$ cat config.mk
export PLATFORM = sky130hd
export DESIGN_NAME = exec_operand_stage_flat
export DESIGN_NICKNAME = d
export VERILOG_FILES = /design/src/rtl/exec_operand_stage_pkg.sv /design/src/rtl/exec_operand_stage_if.sv /design/src/rtl/operand_resolve.sv /design/src/rtl/exec_operand_stage.sv /design/src/flat_wrapper.sv
export SDC_FILE = /design/constraint.sdc
export NUM_CORES = 1
export LEC_CHECK = 0
export CAP_MARGIN = 30
export CORE_AREA = 2 2 254 256
export CTS_CLUSTER_DIAMETER = 150
export DETAILED_ROUTE_END_ITERATION = 6
export DIE_AREA = 0 0 256 258
export SLEW_MARGIN = 25
export SYNTH_ARGS = -nofsm -noshare
export SYNTH_HDL_FRONTEND = slang
export SYNTH_SLANG_ARGS = --single-unit
$ cat constraint.sdc
create_clock -name clk -period 3.3 [get_ports clk]
set_clock_uncertainty 0.2 [all_clocks]
set_input_delay 0.66 -clock clk [delete_from_list [all_inputs] [get_ports clk]]
set_output_delay 0.66 -clock clk [all_outputs]
set_load 0.01 [all_outputs]
$ cat src/rtl/exec_operand_stage_pkg.sv
// Shared types and constants for the execute operand stage.
package exec_operand_stage_pkg;

   // Width of the RV64 word-mode operand before sign extension.
   localparam int unsigned WORD_W = 32;

   // Per-slot operand source select.
   typedef enum logic [2:0] {
      NoSrc        = 3'd0,
      FromImm      = 3'd1,
      FromShamt    = 3'd2,
      FromReg      = 3'd3,
      FromPcAdd4   = 3'd4,
      FromPcAddImm = 3'd5,
      FromCSR      = 3'd6
   } opsrc_t;

endpackage

$ cat src/rtl/exec_operand_stage_if.sv
// Upstream instruction, forwarding and downstream operand bus of the operand stage.
interface exec_operand_stage_if
   import exec_operand_stage_pkg::*;
#(
   parameter int unsigned XLEN    = 64,
   parameter int unsigned NUM_OPS = 2,
   parameter int unsigned NUM_FWD = 2,
   parameter int unsigned SHAMT_W = 6
) ();

   logic                           in_valid;
   logic                           in_ready;
   logic [XLEN-1:0]                in_pc;
   logic [XLEN-1:0]                in_imm;
   logic [XLEN-1:0]                in_csr_rdata;
   logic [SHAMT_W-1:0]             in_shamt;
   logic                           in_word;
   opsrc_t [NUM_OPS-1:0]           in_src;
   logic [NUM_OPS-1:0][4:0]        in_rs_idx;
   logic [NUM_OPS-1:0][XLEN-1:0]   in_rs_data;

   logic [NUM_FWD-1:0]             fwd_valid;
   logic [NUM_FWD-1:0]             fwd_pending;
   logic [NUM_FWD-1:0][4:0]        fwd_idx;
   logic [NUM_FWD-1:0][XLEN-1:0]   fwd_data;

   logic                           out_valid;
   logic                           out_ready;
   logic [NUM_OPS-1:0][XLEN-1:0]   out_op;

   // Upstream/forwarding/downstream side.
   modport master (
      output in_valid, in_pc, in_imm, in_csr_rdata, in_shamt, in_word, in_src, in_rs_idx,
             in_rs_data, fwd_valid, fwd_pending, fwd_idx, fwd_data, out_ready,
      input  in_ready, out_valid, out_op
   );

   // Operand stage side.
   modport slave (
      input  in_valid, in_pc, in_imm, in_csr_rdata, in_shamt, in_word, in_src, in_rs_idx,
             in_rs_data, fwd_valid, fwd_pending, fwd_idx, fwd_data, out_ready,
      output in_ready, out_valid, out_op
   );

endinterface

$ cat src/rtl/operand_resolve.sv
// Combinational source selection, forwarding and word narrowing for one operand slot.
module operand_resolve
   import exec_operand_stage_pkg::*;
#(
   parameter int unsigned XLEN    = 64,
   parameter int unsigned NUM_FWD = 2,
   parameter int unsigned SHAMT_W = 6
) (
   input  opsrc_t                       src,
   input  logic [4:0]                   rs_idx,
   input  logic [XLEN-1:0]              rs_data,
   input  logic [XLEN-1:0]              pc,
   input  logic [XLEN-1:0]              imm,
   input  logic [XLEN-1:0]              csr_rdata,
   input  logic [SHAMT_W-1:0]           shamt,
   input  logic                         word,
   input  logic [NUM_FWD-1:0]           fwd_valid,
   input  logic [NUM_FWD-1:0]           fwd_pending,
   input  logic [NUM_FWD-1:0][4:0]      fwd_idx,
   input  logic [NUM_FWD-1:0][XLEN-1:0] fwd_data,
   output logic [XLEN-1:0]              value,
   output logic                         hazard
);

   logic [XLEN-1:0] reg_val;
   logic            reg_haz;
   logic [XLEN-1:0] sel;

   // Register resolution: scan oldest to youngest so the youngest match wins.
   always_comb begin
      reg_val = rs_data;
      reg_haz = 1'b0;
      for (int i = NUM_FWD - 1; i >= 0; i--) begin
         if (fwd_valid[i] && (fwd_idx[i] == rs_idx)) begin
            reg_val = fwd_data[i];
            reg_haz = fwd_pending[i];
         end
      end
      // x0 is hardwired to zero and never forwarded.
      if (rs_idx == 5'd0) begin
         reg_val = '0;
         reg_haz = 1'b0;
      end
   end

   // Source mux, then word-mode sign extension of the low half.
   always_comb begin
      case (src)
         NoSrc:        sel = '0;
         FromImm:      sel = imm;
         FromShamt:    sel = XLEN'(shamt);
         FromReg:      sel = reg_val;
         FromPcAdd4:   sel = pc + XLEN'(4);
         FromPcAddImm: sel = pc + imm;
         FromCSR:      sel = csr_rdata;
         default:      sel = '0;
      endcase
      value  = sel;
      if (word && (src != NoSrc)) begin
         value = XLEN'($signed(sel[WORD_W-1:0]));
      end
      hazard = (src == FromReg) && reg_haz;
   end

endmodule

$ cat src/rtl/exec_operand_stage.sv
// Operand selection/forwarding stage with a one-entry output buffer and stall counter.
module exec_operand_stage
   import exec_operand_stage_pkg::*;
#(
   parameter int unsigned XLEN    = 64,
   parameter int unsigned NUM_OPS = 2,
   parameter int unsigned NUM_FWD = 2,
   parameter int unsigned SHAMT_W = 6,
   parameter int unsigned CNT_W   = 32
) (
   input  logic             clk,
   input  logic             reset_n,
   input  logic             flush,
   exec_operand_stage_if.slave bus,
   output logic [CNT_W-1:0] stall_cnt
);

   typedef enum logic [0:0] {StEmpty, StFull} buf_state_e;

   buf_state_e                   state_q, state_d;
   logic                         load;
   logic [NUM_OPS-1:0]           slot_haz;
   logic [NUM_OPS-1:0][XLEN-1:0] slot_val;
   logic [NUM_OPS-1:0][XLEN-1:0] op_q;
   logic [CNT_W-1:0]             cnt_q, cnt_d;
   logic                         hazard;
   logic                         accept;

   for (genvar g = 0; g < NUM_OPS; g++) begin : g_slot
      operand_resolve #(
         .XLEN    (XLEN),
         .NUM_FWD (NUM_FWD),
         .SHAMT_W (SHAMT_W)
      ) u_resolve (
         .src         (bus.in_src[g]),
         .rs_idx      (bus.in_rs_idx[g]),
         .rs_data     (bus.in_rs_data[g]),
         .pc          (bus.in_pc),
         .imm         (bus.in_imm),
         .csr_rdata   (bus.in_csr_rdata),
         .shamt       (bus.in_shamt),
         .word        (bus.in_word),
         .fwd_valid   (bus.fwd_valid),
         .fwd_pending (bus.fwd_pending),
         .fwd_idx     (bus.fwd_idx),
         .fwd_data    (bus.fwd_data),
         .value       (slot_val[g]),
         .hazard      (slot_haz[g])
      );
   end

   // Handshake: stall on load-use, otherwise accept when the buffer frees up.
   always_comb begin
      hazard       = bus.in_valid && (|slot_haz);
      bus.in_ready = !hazard && ((state_q == StEmpty) || bus.out_ready);
      accept       = bus.in_valid && bus.in_ready;
      bus.out_valid = (state_q == StFull);
      bus.out_op    = op_q;
      stall_cnt     = cnt_q;
   end

   // Buffer next state; flush empties the buffer and blocks the load.
   always_comb begin
      state_d = state_q;
      load    = 1'b0;
      if (flush) begin
         state_d = StEmpty;
      end else begin
         case (state_q)
            StEmpty: begin
               if (accept) begin
                  state_d = StFull;
                  load    = 1'b1;
               end
            end
            StFull: begin
               if (accept) begin
                  load = 1'b1;
               end else if (bus.out_ready) begin
                  state_d = StEmpty;
               end
            end
            default: state_d = StEmpty;
         endcase
      end
   end

   // Saturating count of cycles spent stalled on a hazard.
   always_comb begin
      cnt_d = cnt_q;
      if (hazard && !flush && (cnt_q != {CNT_W{1'b1}})) begin
         cnt_d = cnt_q + CNT_W'(1);
      end
   end

   // State, operand buffer and counter registers.
   always_ff @(posedge clk) begin
      if (!reset_n) begin
         state_q <= StEmpty;
         op_q    <= '0;
         cnt_q   <= '0;
      end else begin
         state_q <= state_d;
         cnt_q   <= cnt_d;
         if (load) begin
            op_q <= slot_val;
         end
      end
   end

endmodule

$ cat src/flat_wrapper.sv
// flat-port wrapper written by rule: the top's interface ports become plain ports
module exec_operand_stage_flat import exec_operand_stage_pkg::*;
#(
   parameter int unsigned XLEN    = 64,
   parameter int unsigned NUM_OPS = 2,
   parameter int unsigned NUM_FWD = 2,
   parameter int unsigned SHAMT_W = 6,
   parameter int unsigned CNT_W   = 32
)
  (clk, reset_n, flush, stall_cnt, bus_in_valid, bus_in_pc, bus_in_imm, bus_in_csr_rdata, bus_in_shamt, bus_in_word, bus_in_src, bus_in_rs_idx, bus_in_rs_data, bus_fwd_valid, bus_fwd_pending, bus_fwd_idx, bus_fwd_data, bus_out_ready, bus_in_ready, bus_out_valid, bus_out_op);
  exec_operand_stage_if #(.XLEN(XLEN), .NUM_OPS(NUM_OPS), .NUM_FWD(NUM_FWD), .SHAMT_W(SHAMT_W)) bus_i ();
  input  logic clk;
  input  logic reset_n;
  input  logic flush;
  output logic [CNT_W-1:0] stall_cnt;
  input wire logic [$bits(bus_i.in_valid)-1:0] bus_in_valid;
  input wire logic [$bits(bus_i.in_pc)-1:0] bus_in_pc;
  input wire logic [$bits(bus_i.in_imm)-1:0] bus_in_imm;
  input wire logic [$bits(bus_i.in_csr_rdata)-1:0] bus_in_csr_rdata;
  input wire logic [$bits(bus_i.in_shamt)-1:0] bus_in_shamt;
  input wire logic [$bits(bus_i.in_word)-1:0] bus_in_word;
  input wire logic [$bits(bus_i.in_src)-1:0] bus_in_src;
  input wire logic [$bits(bus_i.in_rs_idx)-1:0] bus_in_rs_idx;
  input wire logic [$bits(bus_i.in_rs_data)-1:0] bus_in_rs_data;
  input wire logic [$bits(bus_i.fwd_valid)-1:0] bus_fwd_valid;
  input wire logic [$bits(bus_i.fwd_pending)-1:0] bus_fwd_pending;
  input wire logic [$bits(bus_i.fwd_idx)-1:0] bus_fwd_idx;
  input wire logic [$bits(bus_i.fwd_data)-1:0] bus_fwd_data;
  input wire logic [$bits(bus_i.out_ready)-1:0] bus_out_ready;
  output wire logic [$bits(bus_i.in_ready)-1:0] bus_in_ready;
  output wire logic [$bits(bus_i.out_valid)-1:0] bus_out_valid;
  output wire logic [$bits(bus_i.out_op)-1:0] bus_out_op;
  assign bus_i.in_valid = bus_in_valid;
  assign bus_i.in_pc = bus_in_pc;
  assign bus_i.in_imm = bus_in_imm;
  assign bus_i.in_csr_rdata = bus_in_csr_rdata;
  assign bus_i.in_shamt = bus_in_shamt;
  assign bus_i.in_word = bus_in_word;
  assign bus_i.in_src = bus_in_src;
  assign bus_i.in_rs_idx = bus_in_rs_idx;
  assign bus_i.in_rs_data = bus_in_rs_data;
  assign bus_i.fwd_valid = bus_fwd_valid;
  assign bus_i.fwd_pending = bus_fwd_pending;
  assign bus_i.fwd_idx = bus_fwd_idx;
  assign bus_i.fwd_data = bus_fwd_data;
  assign bus_i.out_ready = bus_out_ready;
  assign bus_in_ready = bus_i.in_ready;
  assign bus_out_valid = bus_i.out_valid;
  assign bus_out_op = bus_i.out_op;
  exec_operand_stage #(.XLEN(XLEN), .NUM_OPS(NUM_OPS), .NUM_FWD(NUM_FWD), .SHAMT_W(SHAMT_W), .CNT_W(CNT_W)) u_core (.clk(clk), .reset_n(reset_n), .flush(flush), .bus(bus_i), .stall_cnt(stall_cnt));
endmodule
=== Word-level counts from Yosys, hierarchy flattened ===
Cells that the tools add are included.

* Bits in registers: 161
* Input port bits: 490
* Word-level logic and storage cells: 69

* Bitwise gates (word level): 2
* Reduce and logical (&&, ||, !) cells: 22
* Add/subtract/negate cells: 3
* Equality and inequality tests: 17
* Muxes and demuxes: 21

{| class="wikitable"
|+ Operators by type and width
! kind !! number
|-
| 64-bit one-hot mux with 6 select lines || 2
|-
| 64-bit 2-to-1 mux || 8
|-
| 64-bit by 3-bit adder with 64-bit output, second input constant || 1
|-
| 64-bit adder || 1
|-
| 32-bit by 1-bit adder with 32-bit output, second input constant || 1
|-
| 32-bit != test, second input constant || 1
|-
| 5-bit == test || 4
|-
| 3-bit == test, second input constant || 6
|-
| 1-bit logical AND || 13
|-
| 3-bit by 2-bit == test with 1-bit output, second input constant || 4
|-
| 5-bit zero test || 2
|-
| 1-bit 2-to-1 mux || 10
|-
| 3-bit by 1-bit == test with 1-bit output, second input constant || 2
|-
| 3-bit nonzero test || 2
|-
| 2-bit OR reduction || 2
|-
| 1-bit zero test || 2
|-
| 1-bit NOT || 2
|-
| 1-bit one-hot mux with 2 select lines || 1
|-
| 1-bit logical OR || 1
|}

=== Depth between registers and ports, before layout ===
* Word-level depth: 13
* Gate-level depth with buffers: 13
* Gate-level depth less buffers: 13

=== By module ===
A second synthesis with hierarchy kept.

* Cell total of the unflattened synthesis: 3275
* Area total of the unflattened synthesis: 22572.9 um2

{| class="wikitable"
|+ By module, submodules not included
! module !! times used !! cells each !! seq. area each (um2) !! area each (um2)
|-
| operand_resolve (u_core.g_slot[1].u_resolve) || 1 || 1273 || 0.0 || 8360.5
|-
| operand_resolve (u_core.g_slot[0].u_resolve) || 1 || 1237 || 0.0 || 8131.5
|-
| exec_operand_stage || 1 || 765 || 3223.1 || 6080.8
|}

=== Worst setup path before layout ===
OpenSTA, ideal clock, no wires.

* Path type: input to register
* Start: in bus_in_imm[0]
* End: reg u_core.op_q, in the netlist u_core.bus.out_op[124]
* Library setup time: 127 ps
* Data arrival time: 3193 ps
* Path slack: -220 ps
* Stages: 13
* Path buffers: 0
* Cells stage by stage: ha_1 -> inv_1 -> fa_1 -> nand2b_1 -> a21oi_1 -> o21ai_0 -> o21ai_1 -> nand3_1 -> a21oi_1 -> nor3_1 -> o31ai_1 -> nor4_1 -> or3_1

* Longest elaborated chain between the ends: 3

{| class="wikitable"
|+ Ends and longest elaborated chain
! item !! line !! RTL
|-
| start, declared || flat_wrapper.sv:18 || <nowiki>input wire logic [$bits(bus_i.in_imm)-1:0] bus_in_imm;</nowiki>
|-
| 64-bit adder || operand_resolve.sv:54 || <nowiki>FromPcAddImm: sel = pc + imm;</nowiki>
|-
| 64-bit one-hot mux with 6 select lines || operand_resolve.sv:48 || <nowiki>case (src)</nowiki>
|-
| 64-bit 2-to-1 mux || operand_resolve.sv:59 || <nowiki>if (word && (src != NoSrc)) begin</nowiki>
|-
| end signal, assigned || exec_operand_stage.sv:106 || <nowiki>op_q <= slot_val;</nowiki>
|-
| end, declared || exec_operand_stage.sv:24 || <nowiki>logic [NUM_OPS-1:0][XLEN-1:0] op_q;</nowiki>
|}

No other way between the ends.
A chain may end at the register's enable or synchronous reset.

=== Worst setup path after layout ===
* Start: in bus_in_rs_idx[4]
* End: out bus_in_ready

* Longest elaborated chain between the ends: 10

{| class="wikitable"
|+ Ends and longest elaborated chain
! item !! line !! RTL
|-
| start, declared || flat_wrapper.sv:23 || <nowiki>input wire logic [$bits(bus_i.in_rs_idx)-1:0] bus_in_rs_idx;</nowiki>
|-
| 5-bit == test || operand_resolve.sv:34 || <nowiki>if (fwd_valid[i] && (fwd_idx[i] == rs_idx)) begin</nowiki>
|-
| 1-bit logical AND || operand_resolve.sv:34 ||
|-
| 1-bit 2-to-1 mux (2 in series) || operand_resolve.sv:34 ||
|-
| 1-bit 2-to-1 mux (*) || operand_resolve.sv:40 || <nowiki>if (rs_idx == 5'd0) begin</nowiki>
|-
| 1-bit logical AND (*) || operand_resolve.sv:62 || <nowiki>hazard = (src == FromReg) && reg_haz;</nowiki>
|-
| 2-bit OR reduction (*) || exec_operand_stage.sv:54 || <nowiki>hazard = bus.in_valid && (|slot_haz);</nowiki>
|-
| 1-bit logical AND (*) || exec_operand_stage.sv:54 ||
|-
| 1-bit zero test (*) || exec_operand_stage.sv:55 || <nowiki>bus.in_ready = !hazard && ((state_q == StEmpty) || bus.out_ready);</nowiki>
|-
| 1-bit logical AND (*) || exec_operand_stage.sv:55 ||
|-
| end, declared || flat_wrapper.sv:30 || <nowiki>output wire logic [$bits(bus_i.in_ready)-1:0] bus_in_ready;</nowiki>
|}

Every way passes the cells marked *; elsewhere a longest branch is shown, timed or not.

==> reports/summary.txt <==
Total power - 8.553 mW
Adder-cell share of the synthesized area - 4.779%
Grt ovf - 0
Critical Path Fanout Max - 3
Synth Area in Simple Gates - 22.57%
Via density - 5.699
EDFF count, synth - 0
Post-synthesis sequential area ratio - 18.48%
CP max-delay cell - or2_4
Netlist cell types - 80
Syn_area_per_cell - 7.040 um2
Fin. Hold Viols - 0
Final Critical Period - 3.289 ns
RSZ-0062 raised after global routing - true
Total negative setup slack - 0 ns
Vias in the first global route - 25330
Setup crit start - bus_in_rs_idx[4]
Design area - 31930 um2
Worst R2R Path Depth - 12
Clk_lat worst skew - 0.51 ns
Number of H-tree levels - 4
#FFs+latches synth - 161
Worst path cell trace - dlygate4sd2_1, xnor2_1, nand4_1, or2_4, a31o_4, a22oi_4, inv_2, a21oi_2, buf_2
Largest net degree at the start of global routing - 83
Final worst path period share - 99.67%
Core area - 63650 um2
# port buffers - 651
Number of cell rows - 93
WL/cell - 27.90 um
WP data required - 2.44 ns
Ports - 652
Leak Pwr - 12.57 nW
Status - complete, but fails checks
GRT Overall Usage - 36.88%
CTS Sinks - 161
Core Util, Final - 50.16%
Maximum VDD drop - 0.3370 mV
Initial Util - 27.40%
Count of hold buffers inserted by post-cts repair - 0
First-pass GRT wire length - 177.7 mm
Failing checks - DRC
Element type at the critical path end - output pin
Max Freq - 0.3040 GHz
Ys async rst share - 0%
Via count - 26040
Worst setup path class - in -> out
First-pass detailed-route iteration total - 7
Final worst-path setup slack - 0.01099 ns
WP data arrival - 2.43 ns
Die width - 256 um
Full die area - 66050 um2
Relative slew slack - 56.52%
Endpoints failing setup - 0
HP Class - reg -> reg
CP peak stage delay - 0.31 ns
Worst-case clock buffer depth - 2
Synth Instances - 2477
Syn_nets - 3033
TritonCTS Buffers - 17
Antenna viol nets, final - 0
Synth Cell Area - 17440 um2
Mux contribution to synthesized area - 7.670%
Chip Height - 258 um
Pwr Density - 267.9 nW/um2
Final RePlAce weighted congestion - 1.040
Worst Hold Launch - u_core.bus.out_op[82]$_SDFFE_PN0P_
Synth warn - 0
Fraction of layout cells with a size suffix above 1 - 28.46%
Hpwl dp - 102.8 mm
Worst Hold Depth - 2
Clock transition at the registers of the reported paths - 0.07 ns
Post-Synth XOR/XNOR Area - 7.885%
R2R Path Start - u_core.stall_cnt[17]$_SDFFE_PN0P_
Max_cap viols - 0
Clock root buffer - clkbuf_16
Initial DRC Count - 2802
Post-route DRC - 9
Initial antenna violation count - 35
CP Launch Type - input pin
Pre-CTS WS - -1.178 ns
CTS tree - yes
Main combinational cell family by area after synthesis - compound AO/OA/AOI/OAI gates
Fin nets - 4240
Total wire length - 127.5 mm
Ys flop type - dfxtp_1
Worst slew pin tran - 0.6454 ns
Final Max Slew Viols - 0
Area growth, synth to finish - 83.08%
Synth Area in Compound Gates - 33.62%
DP Area - 29680 um2
## state kept, by name, indices dropped and copies added (netlist names)
name	count
u_core.bus.out_op	128
u_core.stall_cnt	32
u_core.bus.out_valid	1
## timing repair
item	CTS	global route
setup endpoints to repair	117	98
setup buffers	24	34
cloned	0	1
resized for setup	243	235
pin swaps	56	78
## metrics by stage
| stage | std cells | hold slack, ns |
|---|---|---|
| finish | 4569 | 0.2648 |
| global route | 4561 | 0.2862 |
| CTS | 4519 | 0.2612 |
| detailed placement | 4464 | 0.2499 |
| global placement | 4464 | 0.2396 |
| floorplan | 2477 | 0.2761 |
## cell usage after synthesis, types with 28 or more instances
cell type	number	area, um2
o221ai_1	33	289.0
dfxtp_1	161	3223
inv_1	32	120.1
clkbuf_1	150	563.0
a21oi_1	247	1236
nand2_1	216	810.8
a22oi_1	47	352.8
nor2_1	310	1164
xnor2_1	80	700.7
o21ai_0	216	1081
xor2_1	77	674.4
ha_1	65	813.3
mux2i_1	119	1191
a211oi_1	42	315.3
a21o_1	30	225.2
nor3_1	70	350.3
a222oi_1	82	820.8
nand3_1	76	380.4
o211ai_1	28	210.2
nand4_1	50	312.8
## cells by family (layout without fill, tap and decap cells)
| kind of cell | count (synthesis) | after routing |
|---|---|---|
| AO/OA/AOI/OAI | 885 | 885 |
| AND/OR/NAND/NOR | 854 | 854 |
| buffers and inverters | 222 | 1442 |
| flip-flops | 161 | 161 |
| XOR/XNOR | 157 | 157 |
| multiplexers | 132 | 132 |
| adder cells (fa/ha/maj) | 66 | 66 |
| other | 0 | 17 |
## critical path, delay by kind of cell
kind / cells / cell delay [ns]
compound gates: 3 / 0.66
xor+xnor: 1 / 0.16
buf+inv: 3 / 0.47
simple gates: 2 / 0.48
## routing by layer
layer / share of wire, % / up-vias / GRT usage, %
met4: 6.9 / 22 / 23.23
met3: 9.1 / 329 / 9.698
met1: 37 / 12370 / 41.39
met5: 0.11 / - / 0
met2: 47 / 1510 / 62.36
li1: - / 11810 / -
## cells in the final DEF, fill, tap and decap left out, drive strengths merged, types with 74 or more instances in the layout
cell type	synthesis	final
nor2	311	311
o21ai	221	221
dfxtp	161	161
nor3	74	74
nand2	216	216
nand3	78	78
a222oi	82	82
a21oi	250	250
xnor2	80	80
mux2i	119	119
buf	39	730
xor2	77	77
clkdlybuf4s50	0	545
## report_power, final
group          switching [mW]  internal [mW]
Sequential             0.0707           2.04
Clock                    1.12          0.986
Combinational            2.21           2.13
Total                    3.40           5.16
## area by class of cell
cell class	count	area, um2
diodes	17	42.54
clock buffers	18	429.2
clock inverters	14	120.1
fillers	6482	31720
inverters	33	126.4
multi-input cells	2094	14740
flip-flops and latches	161	3223
well taps	855	1070
repair buffers	1377	12180
## worst paths after layout
kind / to / slack [ns]
worst max-delay path: bus_in_ready / 0.01
worst min-delay path: u_core.bus.out_op[82]$_SDFFE_PN0P_ / 0.26
worst max register to register: u_core.stall_cnt[27]$_SDFFE_PN0P_ / 0.39
worst min register to register: u_core.bus.out_op[82]$_SDFFE_PN0P_ / 0.26
(Power assumes the default switching activity.)
